<file path="src/rtl/cam_entry_manager.sv">
// cam_entry_manager: insert/delete front end for the shift-register CAM; `define CAM_MGR_STATS_EN adds saturating stat counters.
module cam_entry_manager #(
  parameter int DATA_WIDTH = 64,
  parameter int ADDR_WIDTH = 5
) (
  input  logic                     clk,
  input  logic                     rst_n,
  input  logic                     req_valid,
  output logic                     req_ready,
  input  logic                     req_op,
  input  logic [DATA_WIDTH-1:0]    req_data,
  input  logic [ADDR_WIDTH-1:0]    req_addr,
  output logic                     rsp_valid,
  input  logic                     rsp_ready,
  output logic [ADDR_WIDTH-1:0]    rsp_addr,
  output logic [1:0]               rsp_status,
  output logic [ADDR_WIDTH-1:0]    cam_write_addr,
  output logic [DATA_WIDTH-1:0]    cam_write_data,
  output logic                     cam_write_delete,
  output logic                     cam_write_enable,
  input  logic                     cam_write_busy,
  output logic [2**ADDR_WIDTH-1:0] valid_mask,
  output logic [ADDR_WIDTH:0]      entry_count,
  output logic [15:0]              stat_insert,
  output logic [15:0]              stat_delete,
  output logic [15:0]              stat_reject
);
  localparam int ENTRIES = 2**ADDR_WIDTH;
  localparam logic [2:0] IDLE = 3'd0, ISSUE = 3'd1, WAIT_START = 3'd2, WAIT_DONE = 3'd3, RESP = 3'd4;
  localparam logic [1:0] ST_OK = 2'd0, ST_FULL = 2'd1, ST_NOT_VALID = 2'd2;
  logic [2:0]            state;
  logic                  op_q;
  logic [ADDR_WIDTH-1:0] addr_q;
  logic [DATA_WIDTH-1:0] key_q;
  logic [ADDR_WIDTH-1:0] free_addr;
  logic                  full;
  logic                  accept;
  logic                  rsp_fire;
  // Lowest index wins: scan downward so the last hit is the smallest free slot.
  always_comb begin
    free_addr = '0;
    for (int i = ENTRIES - 1; i >= 0; i--)
      if (!valid_mask[i]) free_addr = ADDR_WIDTH'(i);
  end
  assign full      = &valid_mask;
  assign req_ready = rst_n && state == IDLE;
  assign rsp_valid = state == RESP;
  assign accept    = req_valid && req_ready;
  assign rsp_fire  = rsp_valid && rsp_ready;
  always_ff @(posedge clk or negedge rst_n) begin
    if (!rst_n) begin
      state            <= IDLE;
      op_q             <= 1'b0;
      addr_q           <= '0;
      key_q            <= '0;
      rsp_addr         <= '0;
      rsp_status       <= ST_OK;
      cam_write_addr   <= '0;
      cam_write_data   <= '0;
      cam_write_delete <= 1'b0;
      cam_write_enable <= 1'b0;
      valid_mask       <= '0;
      entry_count      <= '0;
    end else begin
      case (state)
        IDLE: if (accept) begin
          op_q <= req_op;
          if (!req_op && full) begin
            rsp_status <= ST_FULL;
            rsp_addr   <= '0;
            state      <= RESP;
          end else if (!req_op) begin
            key_q  <= req_data;
            addr_q <= free_addr;
            state  <= ISSUE;
          end else if (!valid_mask[req_addr]) begin
            rsp_status <= ST_NOT_VALID;
            rsp_addr   <= req_addr;
            state      <= RESP;
          end else begin
            addr_q <= req_addr;
            state  <= ISSUE;
          end
        end
        ISSUE: if (!cam_write_busy) begin
          cam_write_enable <= 1'b1;
          cam_write_addr   <= addr_q;
          cam_write_data   <= key_q;
          cam_write_delete <= op_q;
          state            <= WAIT_START;
        end
        // CAM raises busy one cycle after enable, so busy is not trusted here.
        WAIT_START: begin
          cam_write_enable <= 1'b0;
          state            <= WAIT_DONE;
        end
        WAIT_DONE: if (!cam_write_busy) begin
          valid_mask[addr_q] <= !op_q;
          entry_count        <= op_q ? entry_count - 1'b1 : entry_count + 1'b1;
          rsp_status         <= ST_OK;
          rsp_addr           <= addr_q;
          state              <= RESP;
        end
        RESP: if (rsp_ready) state <= IDLE;
        default: state <= IDLE;
      endcase
    end
  end
`ifdef CAM_MGR_STATS_EN
  always_ff @(posedge clk or negedge rst_n) begin
    if (!rst_n) begin
      stat_insert <= '0;
      stat_delete <= '0;
      stat_reject <= '0;
    end else if (rsp_fire) begin
      if (rsp_status != ST_OK && stat_reject != 16'hFFFF) stat_reject <= stat_reject + 1'b1;
      if (rsp_status == ST_OK && !op_q && stat_insert != 16'hFFFF) stat_insert <= stat_insert + 1'b1;
      if (rsp_status == ST_OK && op_q && stat_delete != 16'hFFFF) stat_delete <= stat_delete + 1'b1;
    end
  end
`else
  assign stat_insert = '0;
  assign stat_delete = '0;
  assign stat_reject = '0;
`endif
endmodule
</file>
<file path="config.mk">
export PLATFORM = sky130hd
export DESIGN_NAME = cam_entry_manager
export DESIGN_NICKNAME = d
export VERILOG_FILES = /design/src/rtl/cam_entry_manager.sv
export SDC_FILE = /design/constraint.sdc
export NUM_CORES = 1
export LEC_CHECK = 0
export CAP_MARGIN = 10
export CORE_UTILIZATION = 30
export DETAILED_ROUTE_END_ITERATION = 10
export PLACE_DENSITY_LB_ADDON = 0.12
export SYNTH_ARGS = -nofsm -noshare
export SYNTH_HDL_FRONTEND = slang
export SYNTH_SLANG_ARGS = --single-unit
</file>
<file path="constraint.sdc">
create_clock -name clk -period 2.4 [get_ports clk]
set_input_delay 0.48 -clock clk [delete_from_list [all_inputs] [get_ports clk]]
set_output_delay 0.48 -clock clk [all_outputs]
set_load 0.01 [all_outputs]
</file>
* Word level (Yosys, flattened, before mapping)
Cells that the tools add are included.
Widths: inputs -> output; s select.
** Word-level totals
- Flip-flop bits (word level) :: 189
- Bits of input ports :: 75
- Output and inout port bits :: 166
- Logic and storage cells :: 111
** Cells by class
- $add $sub $neg :: 2
- Order comparisons :: 3
- Equality and inequality tests :: 11
- Mux-type cells :: 62
- Bitwise operators :: 3
- Reduce and logical (&&, ||, !) cells :: 18
** Operator list (count)
- $mux 5 :: 39
- $bwmux 32 :: 1
- $reduce_and 32->1 :: 1
- $mux 3 :: 7
- $pmux 3 s5 :: 1
- $lt 5x6->1 const B :: 2
- $reduce_and 4->1 :: 3
- $mux 2 :: 5
- $pmux 5 s2 :: 1
- $reduce_and 2->1 :: 4
- $add 6x1->6 const B :: 1
- $eq 3x2->1 const B :: 2
- $mux 6 :: 1
- $ne 2x2->1 const B :: 3
- $sub 6x1->6 const B :: 1
- $bmux 1 s5 :: 1
- $demux 1 s5 :: 1
- $ge 5x1->1 const B :: 1
- $reduce_and 5->1 :: 1
- $logic_and 1x1->1 :: 4
- $ne 2x1->1 const B :: 2
- $pmux 2 s2 :: 1
- $reduce_bool 2->1 :: 2
- $eq 3x1->1 const B :: 1
- 8 further kinds :: 13

* Longest topological paths before layout
- Word-level depth :: 33
- Depth in mapped cells :: 9
- Mapped depth without buffers :: 7

* Worst setup path after synthesis
No wires, ideal clock.
- Kind :: input to register
- Start :: input req_addr[1]
- End :: register rsp_addr[0]
- Library setup time :: 0.125 ns
- Data arrival time :: 2.170 ns
- Data required time :: 2.275 ns
- Slack :: 0.106 ns
- Stages :: 9
- Path buffers :: 3
- Cell sequence :: buf_4 -> buf_2 -> mux2i_1 -> a22oi_1 -> nand4b_1 -> nand4_1 -> or2_2 -> clkbuf_1 -> mux2_2
** Between the ends
- Cells in the longest elaborated chain, start to end :: 4
** Ends and longest elaborated chain
- start: declaration :: RTL line 12 : input logic [ADDR_WIDTH-1:0] req_addr,
- $bmux 1 s5 :: RTL line 76 : end else if (!valid_mask[req_addr]) begin
- $mux 1 (not written as such) :: RTL line 76
- $ne 3x3->1 (no source line)
- $reduce_and 5->1 (no source line)
- end signal: assignment :: RTL line 78 : rsp_addr <= req_addr;
- end signal: assignment :: RTL line 101 : rsp_addr <= addr_q;
- end: declaration :: RTL line 15 : output logic [ADDR_WIDTH-1:0] rsp_addr,
No other way between the ends. The select of a mux whose other input is x is not followed.
A chain may end at the register's enable or synchronous reset.

* Final worst setup path
- Start :: register state[0]
- End :: output req_ready
** Between the ends
- Cells in the longest elaborated chain, start to end :: 2
** Ends and longest elaborated chain
- start: declaration :: RTL line 31 : logic [2:0] state;
- start signal: assignment :: RTL line 52 : state <= IDLE;
- start signal: assignment :: RTL line 71 : state <= RESP;
- start signal: assignment :: RTL line 75 : state <= ISSUE;
- $logic_not 3->1 :: RTL line 46 : assign req_ready = rst_n && state == IDLE;
- $logic_and 1x1->1 :: RTL line 46
- end: declaration :: RTL line 9 : output logic req_ready,
No other way between the ends.

==> impl_metrics.yaml <==
status:
  status: "completed"
synth:
  yosysMostFrequentCell: "dfrtp_1"
  synth_common_cells: "dfrtp_1 (189), mux2_2 (80), mux2_4 (60)"
  synth_cells: 682
  synthArstFlopShare_pct: 100
  synthTopCellsByArea: "dfrtp_1 (53%), mux2_2 (10%), mux2_4 (10%)"
  yosysWarningCount: 0
  synth_cell_type_count: 57
  avgSynthCellArea_um2: 13.0
  synth_area_leader_cell: "dfrtp_1"
  netlist_area_um2: 8890
  netlist.area_leader.share_pct: 53.2
  synth.yosys.seq_area_share_pct: 53.2
  synth-seq-cells: 189
  synth-edff-count: 0
  synthFlopType: "dfrtp_1"
worst_setup_path:
  crit_arrival_ps: 1830
  cp-end-kind: "primary output"
  timing_worst_setup_path_type: "flip-flop to primary output"
  cp-start-kind: "flip-flop"
  worstPathRequired_ps: 1920
  critPathMaxFanout: 4
cts:
  cts.sinks: 189
  cts.clk_slew.worst_paths_ps: 80
  cts_buffer_depth: 2
  cts_tree: "built"
  clk-insertion-delay-late_ps: 450
  cts_buffers: 17
  htreeDepth: 4
  root_buffer: "clkbuf_16"
power_and_ir_drop:
  power.density_nw_per_um2: 1150
  share_seq_of_total_power_pct: 38.9
  power.total_uw: 14000
  leakage_uw: 0.00526
  swShare_pct: 32.8
  p_switching_uw: 4600
  pwr-share-clk_pct: 21.9
  p_comb_share_pct: 39.3
  p_int_uw: 9410
  ir_worst_vdd_mv: 0.433
sta:
  hold_viol: 0
  period_share_pct: 96.3
  hold_slack_ps: 51.1
  rsz0062_at_grt: "no"
  fin_crit_ps: 2310
  worstMarginPinSlew_ps: 748
  tns_ps: 0
  fmax_mhz: 433
  slew_violations: 0
  slew_headroom_pct: 50.1
  skew_ps: 15.1
  finalSetupViolations: 0
global_routing:
  first_global_vias: 5985
  grt_first_pass_wirelength_um: 35700
  track_usage_pct: 15.3
  grt_max_degree: 136
  gr-total-overflow: 0
  antenna_found_initial: 0
cells_and_area:
  utilization_pct: 42.1
  regArea_um2: 4730
  n_antenna_cell: 0
  fin_nets: 1010
  post-route-cell-area_um2: 12200
  drive_gt1_share_pct: 27.4
  syn2layout_area_growth_pct: 37.2
  n_fill_cell: 2753
  multi_input_area_um2: 3710
run:
  maxCapViolCount: 0
routing:
  wl_per_cell_um: 17.1
  num_vias: 5967
  routed_wl_um: 22700
  ant_nets: 0
  drtIter0Drc: 286
  viasPerCell: 4.50
  drt_pre_antenna_iters: 4
  drc_errors: 0
floorplan:
  fp.coreArea_um2: 28900
  start_util_pct: 30.7
  die_h_um: 174
  io_pins: 241
  die_area_um2: 30300
  fp-row-count: 62
  die_w_um: 174
placed_design:
  dp_hpwl_um: 16100
  place_area_um2: 11500
  io_buffers: 192
  gp_congestion: 0.788
hold_path:
  min_path_type: "input port to asynchronous set/reset pin"
registers in the layout, summed over array words and instances, names as in the netlist:
register and flops:
cam_write_data 64, key_q 64, valid_mask 32, entry_count 6, addr_q 5, cam_write_addr 5, rsp_addr 5, state 3
rsp_status 2, cam_write_delete 1, cam_write_enable 1, op_q 1
area by class of cell:
class | count | share of cell area, %
clock buffer | 17 | 3.49
clock inverter | 15 | 1.79
inverter | 12 | 0.369
multi-input combinational | 446 | 30.4
sequential | 189 | 38.8
tap | 384 | 3.94
timing repair buffer | 264 | 21.2
power groups by stage:
stage                     Sequential [µW]  Clock [µW]  Combinational, µW
after global placement               5540           0               5460
after detailed placement             5510           0               5520
after CTS                            5490        3170               5540
after floorplan                      5570           0               2810
after global routing                 5670        3280               5930
final                                5450        3070               5500
logic make-up (layout without fill, tap and decap cells):
kind of cell	Yosys count	in the layout	share of synthesized area, %
and+or+nand+nor	103	103	6.73
DFF	189	189	53.2
other	1	48	0.0422
muxes	156	156	22.1
adders and majority gates	5	5	0.788
AOI/OAI and AO/OA	128	128	9.40
xor gates and xnor gates	6	6	0.591
buffers and inverters	94	308	7.16
per-stage QoR:
stage / std cells / setup slack, ps
final: 1327 / 89.3
after global routing: 1327 / 3.00
after CTS: 1324 / 10.3
after detailed placement: 1292 / -402
after global placement: 1292 / -362
after floorplan: 729 / 106
worst paths after layout:
path	from	end	slack, ps	cells after the start
min	rst_n	valid_mask[5]$_DFFE_PN0P_	50	2
min reg2reg	entry_count[5]$_DFFE_PN0P_	entry_count[5]$_DFFE_PN0P_	470	1
max reg2reg	valid_mask[11]$_DFFE_PN0P_	rsp_addr[4]$_DFFE_PN0P_	220	7
max in group asynchronous	rst_n	key_q[54]$_DFFE_PN0P_	1160	3
min in group clk	entry_count[5]$_DFFE_PN0P_	entry_count[5]$_DFFE_PN0P_	470	1
max	state[0]$_DFFE_PN0P_	req_ready	90	4
worst max-delay path: stages (launching register included):
cell and delay (ps):
dfrtp_2 430, nor3_2 170, buf_4 150, and2_1 120
clkdlybuf4s50_1 520
cell usage in the layout (no fill, tap or decap), types with 3 or more instances in the layout:
cell             netlist  final
conb_1                 1     48
buf_12                 6      9
o32a_1                 3      3
a21o_1                 4      4
a31oi_1                5      5
and4_1                 5      5
xor2_1                 3      3
dfrtp_1              189    188
a22o_1                 4      4
inv_8                  0      3
inv_12                 0      5
nand2b_1               3      3
mux2i_1               16     16
o31ai_1               32     32
o21ai_0               47     47
mux2_2                80     80
buf_4                 49     63
clkbuf_16              0     17
a22oi_1                8      8
or2_2                  3      3
mux2_4                60     60
nand3_1               12     12
nand4_1                8      8
nor3_1                 7      5
inv_1                 12     12
ha_1                   4      4
a21oi_1                9      8
clkdlybuf4s50_1        0    190
nor2_1                10     10
and2_1                 4      4
nand3b_1               7      7
nor2b_1                3      3
xnor2_1                3      3
nand2_1               28     28
clkinv_8               0      4
layer usage:
layer	GRT usage (%)	wire [µm]
met5	0	0
met2	23.0	10200
met4	3.84	192
met3	5.21	1500
met1	21.0	10700
repair_timing:
item | 4_1_cts | 5_1_grt
setup buffers | 0 | 3
gates cloned | 0 | 0
endpoints found under the setup margin | 1 | 6
hold buffers | 0 | 0
pin swaps | 0 | 1
gates resized for setup | 2 | 2
Note: power is estimated with default switching activity, not from simulation.
